<file path="config.mk">
export PLATFORM = sky130hd
export DESIGN_NAME = csr_stream_encoder
export DESIGN_NICKNAME = d
export VERILOG_FILES = /design/src/rtl/csr_stream_encoder.sv
export SDC_FILE = /design/constraint.sdc
export NUM_CORES = 1
export LEC_CHECK = 0
export BUFFER_PORTS_ARGS = -buffer_cell sky130_fd_sc_hd__buf_2
export CORE_AREA = 2 2 115 117
export CTS_CLUSTER_DIAMETER = 30
export DETAILED_ROUTE_END_ITERATION = 7
export DIE_AREA = 0 0 117 119
export HOLD_SLACK_MARGIN = 0.12
export PLACE_DENSITY_LB_ADDON = 0.15
export SYNTH_ARGS = -nofsm -noshare
export SYNTH_HDL_FRONTEND = slang
export SYNTH_SLANG_ARGS = --single-unit
</file>
<file path="constraint.sdc">
create_clock -name clk -period 3.7 [get_ports clk]
set_clock_uncertainty 0.15 [all_clocks]
set_input_delay 0.925 -clock clk [delete_from_list [all_inputs] [get_ports clk]]
set_output_delay 0.925 -clock clk [all_outputs]
set_load 0.005 [all_outputs]
</file>
<file path="src/rtl/csr_stream_encoder.sv">
// Dense-to-CSR encoder: turns a row-major stream of dense elements into value,
// column-index and row-pointer RAM writes in the layout the CSR multiplier reads.
module csr_stream_encoder #(
    parameter int DATA_W = 32,
    parameter int ADDR_W = 14,
    parameter int N_ROWS = 1120,
    parameter int N_COLS = 1120,   // must be >= 2 so the flush write never meets a row-start write
    parameter int IDX_W  = 11
) (
    input  logic              clk,
    input  logic              reset,
    input  logic              start,
    input  logic              in_valid,
    output logic              in_ready,
    input  logic [DATA_W-1:0] in_data,
    output logic              val_we,
    output logic [ADDR_W-1:0] val_addr,
    output logic [DATA_W-1:0] val_din,
    output logic              col_we,
    output logic [ADDR_W-1:0] col_addr,
    output logic [DATA_W-1:0] col_din,
    output logic              row_we,
    output logic [ADDR_W-1:0] row_addr,
    output logic [DATA_W-1:0] row_din,
    output logic              busy,
    output logic              done,
    output logic [ADDR_W:0]   nnz,
    output logic              overflow
);

    typedef enum logic [1:0] {
        IDLE,
        RUN,
        FLUSH,
        DONE
    } state_t;

    localparam logic [ADDR_W:0] CAPACITY = {1'b1, {ADDR_W{1'b0}}};

    state_t           state;
    logic [IDX_W-1:0] row;
    logic [IDX_W-1:0] col;

    logic           accept;
    logic           nonzero;
    logic           store;
    logic           drop;
    logic           last_col;
    logic           last_beat;
    logic [ADDR_W:0] nnz_next;

    // NOTE: every signal gets a default at the top of always_comb so no path
    // leaves it unassigned; otherwise synthesis infers a latch.
    always_comb begin
        accept    = 1'b0;
        nonzero   = 1'b0;
        store     = 1'b0;
        drop      = 1'b0;
        last_col  = 1'b0;
        last_beat = 1'b0;
        nnz_next  = nnz;

        accept    = in_valid && in_ready;
        nonzero   = (in_data != '0);
        store     = accept && nonzero && (nnz != CAPACITY);
        drop      = accept && nonzero && (nnz == CAPACITY);
        last_col  = (col == IDX_W'(N_COLS - 1));
        last_beat = accept && last_col && (row == IDX_W'(N_ROWS - 1));
        nnz_next  = nnz + {{ADDR_W{1'b0}}, store};
    end

    // NOTE: all state and registered outputs use non-blocking assignments so
    // every register samples the pre-edge values, independent of statement order.
    always_ff @(posedge clk or negedge reset) begin
        if (!reset) begin
            state    <= IDLE;
            row      <= '0;
            col      <= '0;
            in_ready <= 1'b0;
            val_we   <= 1'b0;
            val_addr <= '0;
            val_din  <= '0;
            col_we   <= 1'b0;
            col_addr <= '0;
            col_din  <= '0;
            row_we   <= 1'b0;
            row_addr <= '0;
            row_din  <= '0;
            busy     <= 1'b0;
            done     <= 1'b0;
            nnz      <= '0;
            overflow <= 1'b0;
        end else begin
            // Strobes are single-cycle pulses unless re-armed below.
            val_we <= 1'b0;
            col_we <= 1'b0;
            row_we <= 1'b0;
            done   <= 1'b0;

            case (state)
                IDLE: begin
                    if (start) begin
                        state    <= RUN;
                        busy     <= 1'b1;
                        in_ready <= 1'b1;
                        nnz      <= '0;
                        overflow <= 1'b0;
                        row      <= '0;
                        col      <= '0;
                    end
                end

                RUN: begin
                    if (accept) begin
                        if (col == '0) begin
                            row_we   <= 1'b1;
                            row_addr <= ADDR_W'(row);
                            row_din  <= DATA_W'(nnz);
                        end
                        if (store) begin
                            val_we   <= 1'b1;
                            val_addr <= nnz[ADDR_W-1:0];
                            val_din  <= in_data;
                            col_we   <= 1'b1;
                            col_addr <= nnz[ADDR_W-1:0];
                            col_din  <= DATA_W'(col);
                        end
                        if (drop) begin
                            overflow <= 1'b1;
                        end
                        nnz <= nnz_next;

                        // The terminating row pointer is issued alongside the last
                        // beat's writes so it is visible during FLUSH.
                        if (last_beat) begin
                            state    <= FLUSH;
                            in_ready <= 1'b0;
                            row_we   <= 1'b1;
                            row_addr <= ADDR_W'(N_ROWS);
                            row_din  <= DATA_W'(nnz_next);
                        end else if (last_col) begin
                            col <= '0;
                            row <= row + IDX_W'(1);
                        end else begin
                            col <= col + IDX_W'(1);
                        end
                    end
                end

                FLUSH: begin
                    state <= DONE;
                    done  <= 1'b1;
                end

                DONE: begin
                    state <= IDLE;
                    busy  <= 1'b0;
                end

                default: begin
                    state <= IDLE;
                end
            endcase
        end
    end

endmodule
</file>
After elaboration in Yosys (flattened, before gate mapping)

Cells that the tools add are included.

Bits in registers: 148
Input bits: 36
Output and inout port bits: 160
Logic and storage cells: 89

$add $sub $neg: 3
Equality and inequality tests: 13
Mux-type cells: 37
Reduce and logical (&&, ||, !) cells: 21

Operators with widths:

| cell                                                             | number |
|---|---|
| 11-bit 2-to-1 mux                                                | 7 |
| 32-bit 2-to-1 mux                                                | 2 |
| 11-bit one-hot mux with 2 select lines                           | 2 |
| 32-bit nonzero test                                              | 1 |
| 15-bit 2-to-1 mux                                                | 2 |
| 15-bit one-hot mux with 2 select lines                           | 1 |
| 14-bit 2-to-1 mux                                                | 2 |
| 11-bit by 1-bit adder with 11-bit output (second input constant) | 2 |
| 11-bit == test (second input constant)                           | 2 |
| 15-bit by 1-bit adder with 15-bit output                         | 1 |
| 15-bit == test (second input constant)                           | 1 |
| 15-bit != test (second input constant)                           | 1 |
| 1-bit 2-to-1 mux                                                 | 14 |
| 2-bit != test (second input constant)                            | 6 |
| 3-bit AND reduction                                              | 4 |
| 4-bit AND reduction                                              | 3 |
| 11-bit logical NOT                                               | 1 |
| 2-bit one-hot mux with 4 select lines                            | 1 |
| 1-bit logical AND                                                | 6 |
| 2-bit 2-to-1 mux                                                 | 3 |
| 1-bit one-hot mux with 2 select lines                            | 3 |
| 2-bit nonzero test                                               | 3 |
| 5-bit AND reduction                                              | 1 |
| 2-bit == test (second input constant)                            | 2 |
| other kinds (3)                                                  | 3 |

Longest topological paths before layout

Gate-level depths: netlist of run 1.

Depth after elaboration: 6
Mapped depth: 12
Mapped depth without buffers: 11

Worst setup path before layout of run 1

Ideal clock, no wire load.

Path kind: in2reg
From: input in_data[24]
To: register row_din[6]
Setup time: 0.125 ns
Arrival: 2.771 ns
Required time: 3.425 ns
Slack: 0.655 ns
Stages on the path: 11
Path buffers: 0
Cell sequence: nor4_1 nand4_1 o21ai_0 nor2_1 ha_1 ha_1 and3_1 and3_1 nand3_1 xnor2_1 mux2_2

Longest elaborated chain between the ends: 5

RTL lines:

| item                                     | line | text |
|---|---|---|
| start: declaration                       | 15   | `input logic [DATA_W-1:0] in_data,` |
| 32-bit nonzero test                      | 64   | `nonzero = (in_data != '0);` |
| 1-bit logical AND (2 in a row)           | 65   | `store = accept && nonzero && (nnz != CAPACITY);` |
| 15-bit by 1-bit adder with 15-bit output | 69   | `nnz_next = nnz + {{ADDR_W{1'b0}}, store};` |
| 32-bit 2-to-1 mux                        | 135  | `if (last_beat) begin` |
| end signal: assignment                   | 118  | `row_din <= DATA_W'(nnz);` |
| end signal: assignment                   | 140  | `row_din <= DATA_W'(nnz_next);` |
| end: declaration                         | 24   | `output logic [DATA_W-1:0] row_din,` |

No other way between the ends.
A chain may end at the register's enable or synchronous reset.

Final worst setup path of run 1

Ends and elaborated chain as after synthesis.

==> results.yml, run 1 <==
status:
  status: "finished clean"
cells_and_area:
  nets: 772
  final_cell_area_um2: 7712
  syn_to_final_growth_pct: 19.41
  final_layout_size_suffix_gt1_share_pct: 38.65
  n_fill_cell: 1105
  diodes: 0
  regArea_um2: 3203
  multiInputGateArea_um2: 2794
synthesis:
  ys_ff_latch: 128
  syn_area_um2: 6459
  synth.distinct_cells: 48
  synth_top_area_share_pct: 49.59
  synth.most_common_cell: "dfrtp_1"
  synth_edf_count: 0
  async_flop_share_pct: 100.0
  synth-warning-count: 0
  synth_flop_cell: "dfrtp_1"
  synth_cells: 587
  ys_seq_area_share_pct: 49.59
  synth_top_cells_by_area: "dfrtp_1 50%, mux2_2 14%, buf_4 6.5%"
  synth_top_cell_by_area: "dfrtp_1"
  synth_common_cells: "128 x dfrtp_1, 82 x mux2_2, 56 x buf_4, 38 x o21ai_0, 36 x nand2_1"
  syn_avg_cell_area_um2: 11.00
pwr:
  p_int_uw: 3340
  ir_drop_v: 0.0004286
  seq_power_share_pct: 39.6
  p_comb_share_pct: 27.9
  p_per_area_nw_per_um2: 622.9
  p_switching_uw: 1464
  p_clk_share_pct: 32.5
  swShare_pct: 30.48
  p_leak_uw: 0.003866
setup_path:
  required_ps: 3860
  r2r_cells: 5
  reg2reg_setup_slack_ps: 670
  cp_data_arrival_time_ps: 3310
  cp-start-kind: "input pin"
  path_max_fanout: 5
  worst-setup-path-type: "input pin to flop"
  r2r_start: "col[7]"
  worstSetupEndpointType: "flop"
  worstPathCellList: "buf_2 -> nor4_1 -> nand4_1 -> o21ai_0 -> nor2_1 -> ha_1 -> ha_1 -> and3_1 -> and3_1 -> nand3_1 -> xnor2_1 -> mux2_2"
  crit_path_max_incr_delay_ps: 400
  rr_endpoint: "row[4]"
  crit_slowest_cell: "nor4_1"
clock_network:
  cts_resized: 0
  ctsHoldBuffers: 0
  cts_buffers: 17
  cts_sinks: 128
  clockRootBuffer: "clkbuf_16"
  postCtsSetupRepairBufs: 0
  cts_tree: "done"
  cts_htree_levels: 4
  clk_latency_ps: 420
  clk_pin_slew_ps: 50
  clock_path_buffers: 2
floorplan:
  die_y_um: 119
  die_area_um2: 13920
  rows: 42
  ios: 196
  die_w_um: 117
  coreArea_um2: 12870
  initial_utilization_pct: 50.17
sta:
  fin_crit_ps: 3150
  fin_ws_ps: 549.7
  fin_crit_sh_pct: 85.14
  finalHoldViolations: 0
  fmax_ghz: 0.3174
  setup_viol: 0
  finalSetupTns_ps: 0
  relSlewSlack_pct: 52.59
  drv_slew: 0
  rsz0062_at_grt: "no"
  whs_ps: 320.3
  worst_pin_slew_ps: 711.1
routing:
  drt_iter0_drc: 254
  first_pass_iters: 4
  wl_met2_mm: 7.562
  via_per_inst: 5.349
  wl_met1_mm: 6.298
  detail-route-antenna-nets: 0
  wl_per_cell_um: 16.09
  drc: 0
  top_layer_used: "met4"
  wl_met3_um: 555
  vias: 4900
  postRouteWirelength_mm: 14.74
global_routing:
  antenna_found_initial: 0
  gr-total-overflow: 0
  grt_pass1_vias: 4753
  grt_max_degree: 61
  gr-usage-all-layers_pct: 22.03
  grt_pass1_wl_mm: 23.67
flow_run:
  cap_viol_max_count: 0
min_path:
  hold_class: "input pin to asynchronous set/reset pin"
placement:
  place_ws_ps: 105.5
  routabilityCongestion: 0.8627
  port_buffers: 154
  dpl_cell_area_um2: 7158
  hpwl_mm: 10.53
-- power by group through the flow --
| stage | registers [µW] | clock network (µW) | logic (µW) |
|---|---|---|---|
| 6_report | 1900 | 1560 | 1340 |
| 2_1_floorplan | 1920 | 0 | 837 |
| 5_1_grt | 1940 | 1660 | 1470 |
| 4_1_cts | 1900 | 1590 | 1350 |
| 3_5_place_dp | 1930 | 0 | 1350 |
| 3_3_place_gp | 1900 | 0 | 1310 |
-- worst max path at each step --
stage,startpoint,end,slack [ps],cells after the start
floorplan,in_data[24],row_din[6],650,11
global placement,in_data[24],row_din[6],230,12
detailed placement,in_data[24],row_din[6],110,12
CTS,in_data[24],row_din[6],540,12
global route,in_data[24],row_din[6],380,12
finish,in_data[24],row_din[6],550,12
-- cells by family (layout without fill, tap and decap cells) --
group,Yosys count,in the layout,share of synthesized area (%)
and+or+nand+nor,157,157,13.08
DFF,128,128,49.59
buffers and inverters,101,214,9.550
muxes,90,90,15.54
AOI/OAI and AO/OA,88,88,8.679
xor gates and xnor gates,13,13,1.763
adders and majority gates,9,9,1.744
other,1,41,0.05806
-- registers in the layout (all words and copies together), names as in the netlist, 2 cells and up --
register  flops
val_din      32
nnz          15
row_din      15
col_addr     14
col          11
col_din      11
row          11
row_addr     11
state         2
-- per-layer routing --
metal,GRT usage [%],up-vias
met5,0,-
met4,8.529,0
met3,5.191,23
met2,36.60,131
met1,27.64,2459
li1,-,2287
-- cells in the final DEF (no fill, tap or decap), drive strengths merged, types with 2 or more instances in the layout --
cell    synthesis  layout
nand4          18      18
o41ai           2       2
nor4           15      15
nand4b          2       2
conb            1      41
mux2           82      82
nor2           29      29
mux2i           8       8
nor3            5       5
or2             3       3
a31o            3       3
nand3          21      21
a31oi           3       3
ha              9       9
xnor2          13      13
clkinv          0       5
nand2          36      36
and3           11      11
buf            67     164
and2            4       4
o211ai          2       2
clkbuf         16      26
o22ai           2       2
inv            18      18
a311oi          2       2
or4             7       7
o21ai          39      39
a21oi          18      18
dfrtp         128     128
o31ai          12      12
-- cell type report --
| type | instances | area share, % |
|---|---|---|
| clock inverters | 6 | 0.7138 |
| multi-input cells | 398 | 36.23 |
| repair buffers | 164 | 11.32 |
| flip-flops and latches | 128 | 41.53 |
| well taps | 176 | 2.855 |
| inverters | 18 | 0.8761 |
| clock buffers | 26 | 6.473 |
-- worst max-delay path: cells and delay by family --
family / cells / cell delay [ps]
AO/OA/AOI/OAI: 1 / 300
XOR/XNOR: 1 / 60
adder cells (fa/ha/maj): 2 / 450
buffers and inverters: 1 / 110
multiplexers: 1 / 260
AND/OR/NAND/NOR: 6 / 1200
-- metrics by stage --
stage | total power (µW) | utilization, % | std cells
floorplan | 2754 | - | 627
global route | 5072 | 59.90 | 916
global placement | 3216 | 55.60 | 884
detailed placement | 3273 | 55.60 | 884
finish | 4804 | 59.90 | 916
CTS | 4847 | 59.90 | 916
(Power assumes the default switching activity.)
==> run 2, diff against run 1 <==
Settings changed: MAX_ROUTING_LAYER from default to met4, SLEW_MARGIN from default to 10.
==> run 2 against run 1 <==
Against the previous run: utilization is the same; critical path type unchanged; clock-buffer cell count stayed put; worst setup slack worse by 19 ps; sequential cell count unchanged; register-to-register slack is essentially flat; critical path depth stayed put; final cell count is the same; combinational power about the same; highest routed layer unchanged; cell area unchanged; sequential share of layout area stayed put; largest power group unchanged.
==> results.yml, run 2 (synthesis gave the netlist of run 1 again) <==
placement:
  port_buffers: 154
  routabilityCongestion: 0.8766
  hpwl_mm: 10.53
  dpl_cell_area_um2: 7158
setup_path:
  crit_path_max_incr_delay_ps: 400
  path_max_fanout: 5
  endpoint: "row_din[6]"
  crit_slowest_cell: "nor4_1"
  r2r_start: "col[7]"
  path_depth: 12
  worstSetupEndpointType: "flop"
  worst-setup-path-type: "input pin to flop"
  r2r_cells: 5
  required_ps: 3860
  rr_endpoint: "row[4]"
  cp_data_arrival_time_ps: 3320
  worstSetupStartpoint: "in_data[24]"
  cp_num_buf_inv: 1
  worstPathCellList: "buf_2 -> nor4_1 -> nand4_1 -> o21ai_0 -> nor2_1 -> ha_1 -> ha_1 -> and3_1 -> and3_1 -> nand3_1 -> xnor2_1 -> mux2_2"
  path_delay_family: "simple AND/OR/NAND/NOR gates"
  reg2reg_setup_slack_ps: 680
  cp-start-kind: "input pin"
floorplan:
  die_area_um2: 13920
  coreArea_um2: 12870
  initial_utilization_pct: 50.17
  die_w_um: 117
  rows: 42
  die_y_um: 119
  ios: 196
clock_network:
  cts_buffers: 17
  clk_latency_ps: 420
  cts_htree_levels: 4
  cts_tree: "done"
  cts_sinks: 128
  ctsHoldBuffers: 0
  clockRootBuffer: "clkbuf_16"
  clock_path_buffers: 2
  clk_pin_slew_ps: 50
  postCtsSetupRepairBufs: 0
  cts_resized: 0
global_routing:
  gr-usage-all-layers_pct: 22.60
  antenna_found_initial: 0
  grt_pass1_wl_mm: 23.67
  grt_max_degree: 61
  grt_pass1_vias: 4756
  gr-total-overflow: 0
cells_and_area:
  n_fill_cell: 1105
  final_cell_area_um2: 7712
  top_register: "val_din"
  nets: 772
  top_regs: "val_din: 32 flops, nnz: 15 flops, row_din: 15 flops"
  syn_to_final_growth_pct: 19.41
  final_common_cell: "buf_2"
  largest_reg_flops: 32
  diodes: 0
  final_cell_mix: "153 x buf_2, 128 x dfrtp_1, 82 x mux2_2"
  final_layout_size_suffix_gt1_share_pct: 38.65
sta:
  finalSetupTns_ps: 0
  drv_slew: 0
  worst_pin_slew_ps: 699.4
  whs_ps: 321.4
  fin_crit_sh_pct: 85.65
  setup_viol: 0
  finalHoldViolations: 0
  rsz0062_at_grt: "no"
  relSlewSlack_pct: 53.37
  fin_crit_ps: 3169
  fmax_ghz: 0.3156
routing:
  postRouteWirelength_mm: 14.79
  via_per_inst: 5.361
  first_pass_iters: 4
  drt_iter0_drc: 236
  drc: 0
  wl_per_cell_um: 16.14
  detail-route-antenna-nets: 0
  vias: 4911
pwr:
  p_per_area_nw_per_um2: 623.2
  ir_drop_v: 0.0004280
  p_leak_uw: 0.003866
status:
  status: "finished clean"
min_path:
  hold_class: "input pin to asynchronous set/reset pin"
flow_run:
  cap_viol_max_count: 0
-- run 2: cell counts in the layout (fill, tap and decap cells not counted) --
Identical to the previous run, type by type.
-- run 2: final cells by class --
| type | count | area (µm²) | area share, % |
|---|---|---|---|
| inverter | 18 | 67.56 | 0.8761 |
| timing repair buffer | 164 | 873.3 | 11.32 |
| clock buffer | 26 | 499.2 | 6.473 |
| multi-input combinational | 398 | 2794 | 36.23 |
| clock inverter | 6 | 55.05 | 0.7138 |
| sequential | 128 | 3203 | 41.53 |
| tap | 176 | 220.2 | 2.855 |
-- run 2: how the worst min path moves through the flow --
| stage | slack, ps | startpoint | endpoint |
|---|---|---|---|
| 2_1_floorplan | 340 | overflow | overflow |
| 3_3_place_gp | 330 | overflow | overflow |
| 3_5_place_dp | 340 | overflow | overflow |
| 4_1_cts | 330 | reset | val_din[26] |
| 5_1_grt | 360 | reset | val_din[26] |
| 6_report | 320 | reset | val_din[26] |
-- run 2: worst register-to-register path: stages (launching register included) --
cell	delay, ps
dfrtp_1	460
or4_4	650
o41ai_4	610
o21ai_2	320
nor2_1	510
o22ai_1	170
-- run 2: per-layer routing --
layer | share of wire [%] | vias to the layer above | global-route usage [%]
met5 | 0 | - | -
met3 | 3.9 | 27 | 4.733
li1 | - | 2292 | -
met2 | 51 | 144 | 36.56
met1 | 43 | 2448 | 27.64
met4 | 2.3 | 0 | 8.971
-- run 2: per-stage QoR --
step	setup slack (ps)	util, %	power (µW)	instances
after floorplan	654.6	-	2754	627
after global placement	227.3	55.60	3216	884
after detailed placement	105.5	55.60	3273	884
after CTS	536.4	59.90	4847	916
after global routing	375.2	59.90	5070	916
final	531.0	59.90	4806	916
-- run 2: where the power goes --
part / total (µW) / switching [µW] / internal (µW)
clock network: 1560 / 574 / 988
logic: 1340 / 697 / 645
registers: 1900 / 195 / 1710
total: 4810 / 1470 / 3340
==> run 3, diff against run 2 <==
Settings changed: REMOVE_ABC_BUFFERS from default to 1.
==> run 3 against run 2 <==
Against the previous run: hold slack improved by 26 ps; clock-buffer cell count fell by 6; combinational power barely moved; total power rose by 3.3%; routed wire length fell by 1.0%; register-to-register slack got worse by 30 ps; maximum frequency rose by 2.9%; critical endpoint unchanged; highest routed layer unchanged.
==> results.yml, run 3 (synthesis gave the netlist of run 1 again) <==
setup_path:
  worstPathCellList: "buf_2 -> nor4_1 -> nand4_1 -> o21ai_0 -> nor2_1 -> ha_1 -> ha_1 -> and3_1 -> and3_1 -> nand3_1 -> xnor2_1 -> mux2_2"
  cp_data_arrival_time_ps: 3230
  crit_slowest_cell: "o21ai_0"
  required_ps: 3850
  cp_num_buf_inv: 1
  path_max_fanout: 4
  worstSetupEndpointType: "flop"
  cp-start-kind: "input pin"
  crit_path_max_incr_delay_ps: 340
  worst-setup-path-type: "input pin to flop"
  path_delay_family: "simple AND/OR/NAND/NOR gates"
routing:
  first_pass_iters: 5
  postRouteWirelength_mm: 14.64
  wl_per_cell_um: 15.93
  drt_iter0_drc: 237
  drc: 0
  vias: 4921
  detail-route-antenna-nets: 0
  via_per_inst: 5.355
min_path:
  hold_class: "flop to flop"
pwr:
  p_clk_share_pct: 34.9
  p_switching_uw: 1479
  swShare_pct: 29.79
  p_comb_share_pct: 26.9
  p_int_uw: 3486
  ir_drop_v: 0.0003325
  p_per_area_nw_per_um2: 639.2
  p_leak_uw: 0.003891
  seq_power_share_pct: 38.2
cells_and_area:
  final_layout_size_suffix_gt1_share_pct: 39.30
  largest_reg_flops: 32
  syn_to_final_growth_pct: 20.26
  top_register: "val_din"
  nets: 775
  top_regs: "val_din: 32 flops, nnz: 15 flops, row_din: 15 flops"
  stdcell_count: 919
  diodes: 0
  final_cell_mix: "153 x buf_2, 128 x dfrtp_1, 82 x mux2_2"
  final_common_cell: "buf_2"
  final_cell_area_um2: 7767
  n_fill_cell: 1108
clock_network:
  clock_path_buffers: 2
  cts_resized: 0
  clk_pin_slew_ps: 50
  cts_buffers: 17
  clockRootBuffer: "clkbuf_16"
  ctsHoldBuffers: 0
  cts_tree: "done"
  postCtsSetupRepairBufs: 0
  clk_latency_ps: 420
  cts_sinks: 128
  cts_htree_levels: 4
sta:
  drv_slew: 0
  finalHoldViolations: 0
  rsz0062_at_grt: "no"
  relSlewSlack_pct: 52.90
  finalSetupTns_ps: 0
  worst_pin_slew_ps: 706.6
  fin_crit_sh_pct: 83.26
  fin_crit_ps: 3081
  fmax_ghz: 0.3246
  setup_viol: 0
global_routing:
  antenna_found_initial: 0
  grt_max_degree: 58
  grt_pass1_vias: 4791
  grt_pass1_wl_mm: 23.91
  gr-total-overflow: 0
  gr-usage-all-layers_pct: 22.72
placement:
  post-place-cells: 887
  port_buffers: 154
  hpwl_mm: 10.58
  dpl_cell_area_um2: 7156
  routabilityCongestion: 0.8713
floorplan:
  die_area_um2: 13920
  ios: 196
  rows: 42
  coreArea_um2: 12870
  die_w_um: 117
  die_y_um: 119
  initial_utilization_pct: 50.17
flow_run:
  cap_viol_max_count: 0
status:
  status: "finished clean"
==> run 3: cell count changes in the layout (fill, tap and decap cells not counted) <==
| cell | change |
|---|---|
| clkinv_2 | +1 |
| clkinvlp_4 | +2 |
| bufinv_16 | +3 |
| buf_4 | +5 |
| clkbuf_1 | -3 |
| buf_12 | -2 |
| clkbuf_8 | -3 |
==> run 3: worst paths after layout <==
path                        startpoint          end  slack, ps  cells past startpoint
max                        in_data[17]   row_din[6]        620                     12
min                         row_din[6]   row_din[6]        350                      1
max reg2reg                     nnz[7]  row_din[12]        650                     12
min reg2reg                 row_din[6]   row_din[6]        350                      1
max in group asynchronous        reset     state[1]       2160                      2
min in group asynchronous        reset  val_din[16]        410                      1
==> run 3: through the flow <==
step / hold WS (ps) / util, % / total power, µW / setup slack [ps]
after floorplan: 335.9 / - / 2673 / 133.7
after global placement: 332.4 / 55.58 / 3208 / 222.4
after detailed placement: 338.5 / 55.58 / 3266 / 144.0
after CTS: 352.9 / 60.33 / 5015 / 586.2
after global routing: 365.0 / 60.33 / 5253 / 294.0
final: 347.4 / 60.33 / 4965 / 619.2
==> run 3: layout make-up <==
type,count,area (µm²),share of cell area (%)
sequential,128,3203,41.24
multi-input combinational,398,2794,35.97
timing repair buffer,167,870.8,11.21
clock buffer,20,446.7,5.751
tap,176,220.2,2.835
clock inverter,12,165.2,2.126
inverter,18,67.56,0.8698
==> run 3: layer usage <==
metal | wire length [µm] | up-vias | global-route usage [%]
met5 | 0 | - | -
met2 | 7613 | 161 | 37.36
met3 | 752 | 21 | 5.649
met1 | 6038 | 2441 | 26.83
met4 | 235 | 0 | 8.603
li1 | - | 2298 | -
==> run 3: worst reg2reg max path: cells and delay by family (launching register included) <==
kind / cells / cell delay (ps)
adders and majority gates: 2 / 360
muxes: 1 / 270
AOI/OAI and AO/OA: 1 / 170
xor gates and xnor gates: 1 / 150
buffers and inverters: 1 / 130
DFF: 1 / 540
and+or+nand+nor: 6 / 1150
==> run 3: power by group through the flow <==
| stage | sequential [µW] | combinational (µW) | clock, µW |
|---|---|---|---|
| 2_1_floorplan | 1920 | 753 | 0 |
| 3_3_place_gp | 1900 | 1310 | 0 |
| 3_5_place_dp | 1920 | 1350 | 0 |
| 4_1_cts | 1900 | 1350 | 1770 |
| 5_1_grt | 1940 | 1480 | 1830 |
| 6_report | 1900 | 1330 | 1730 |
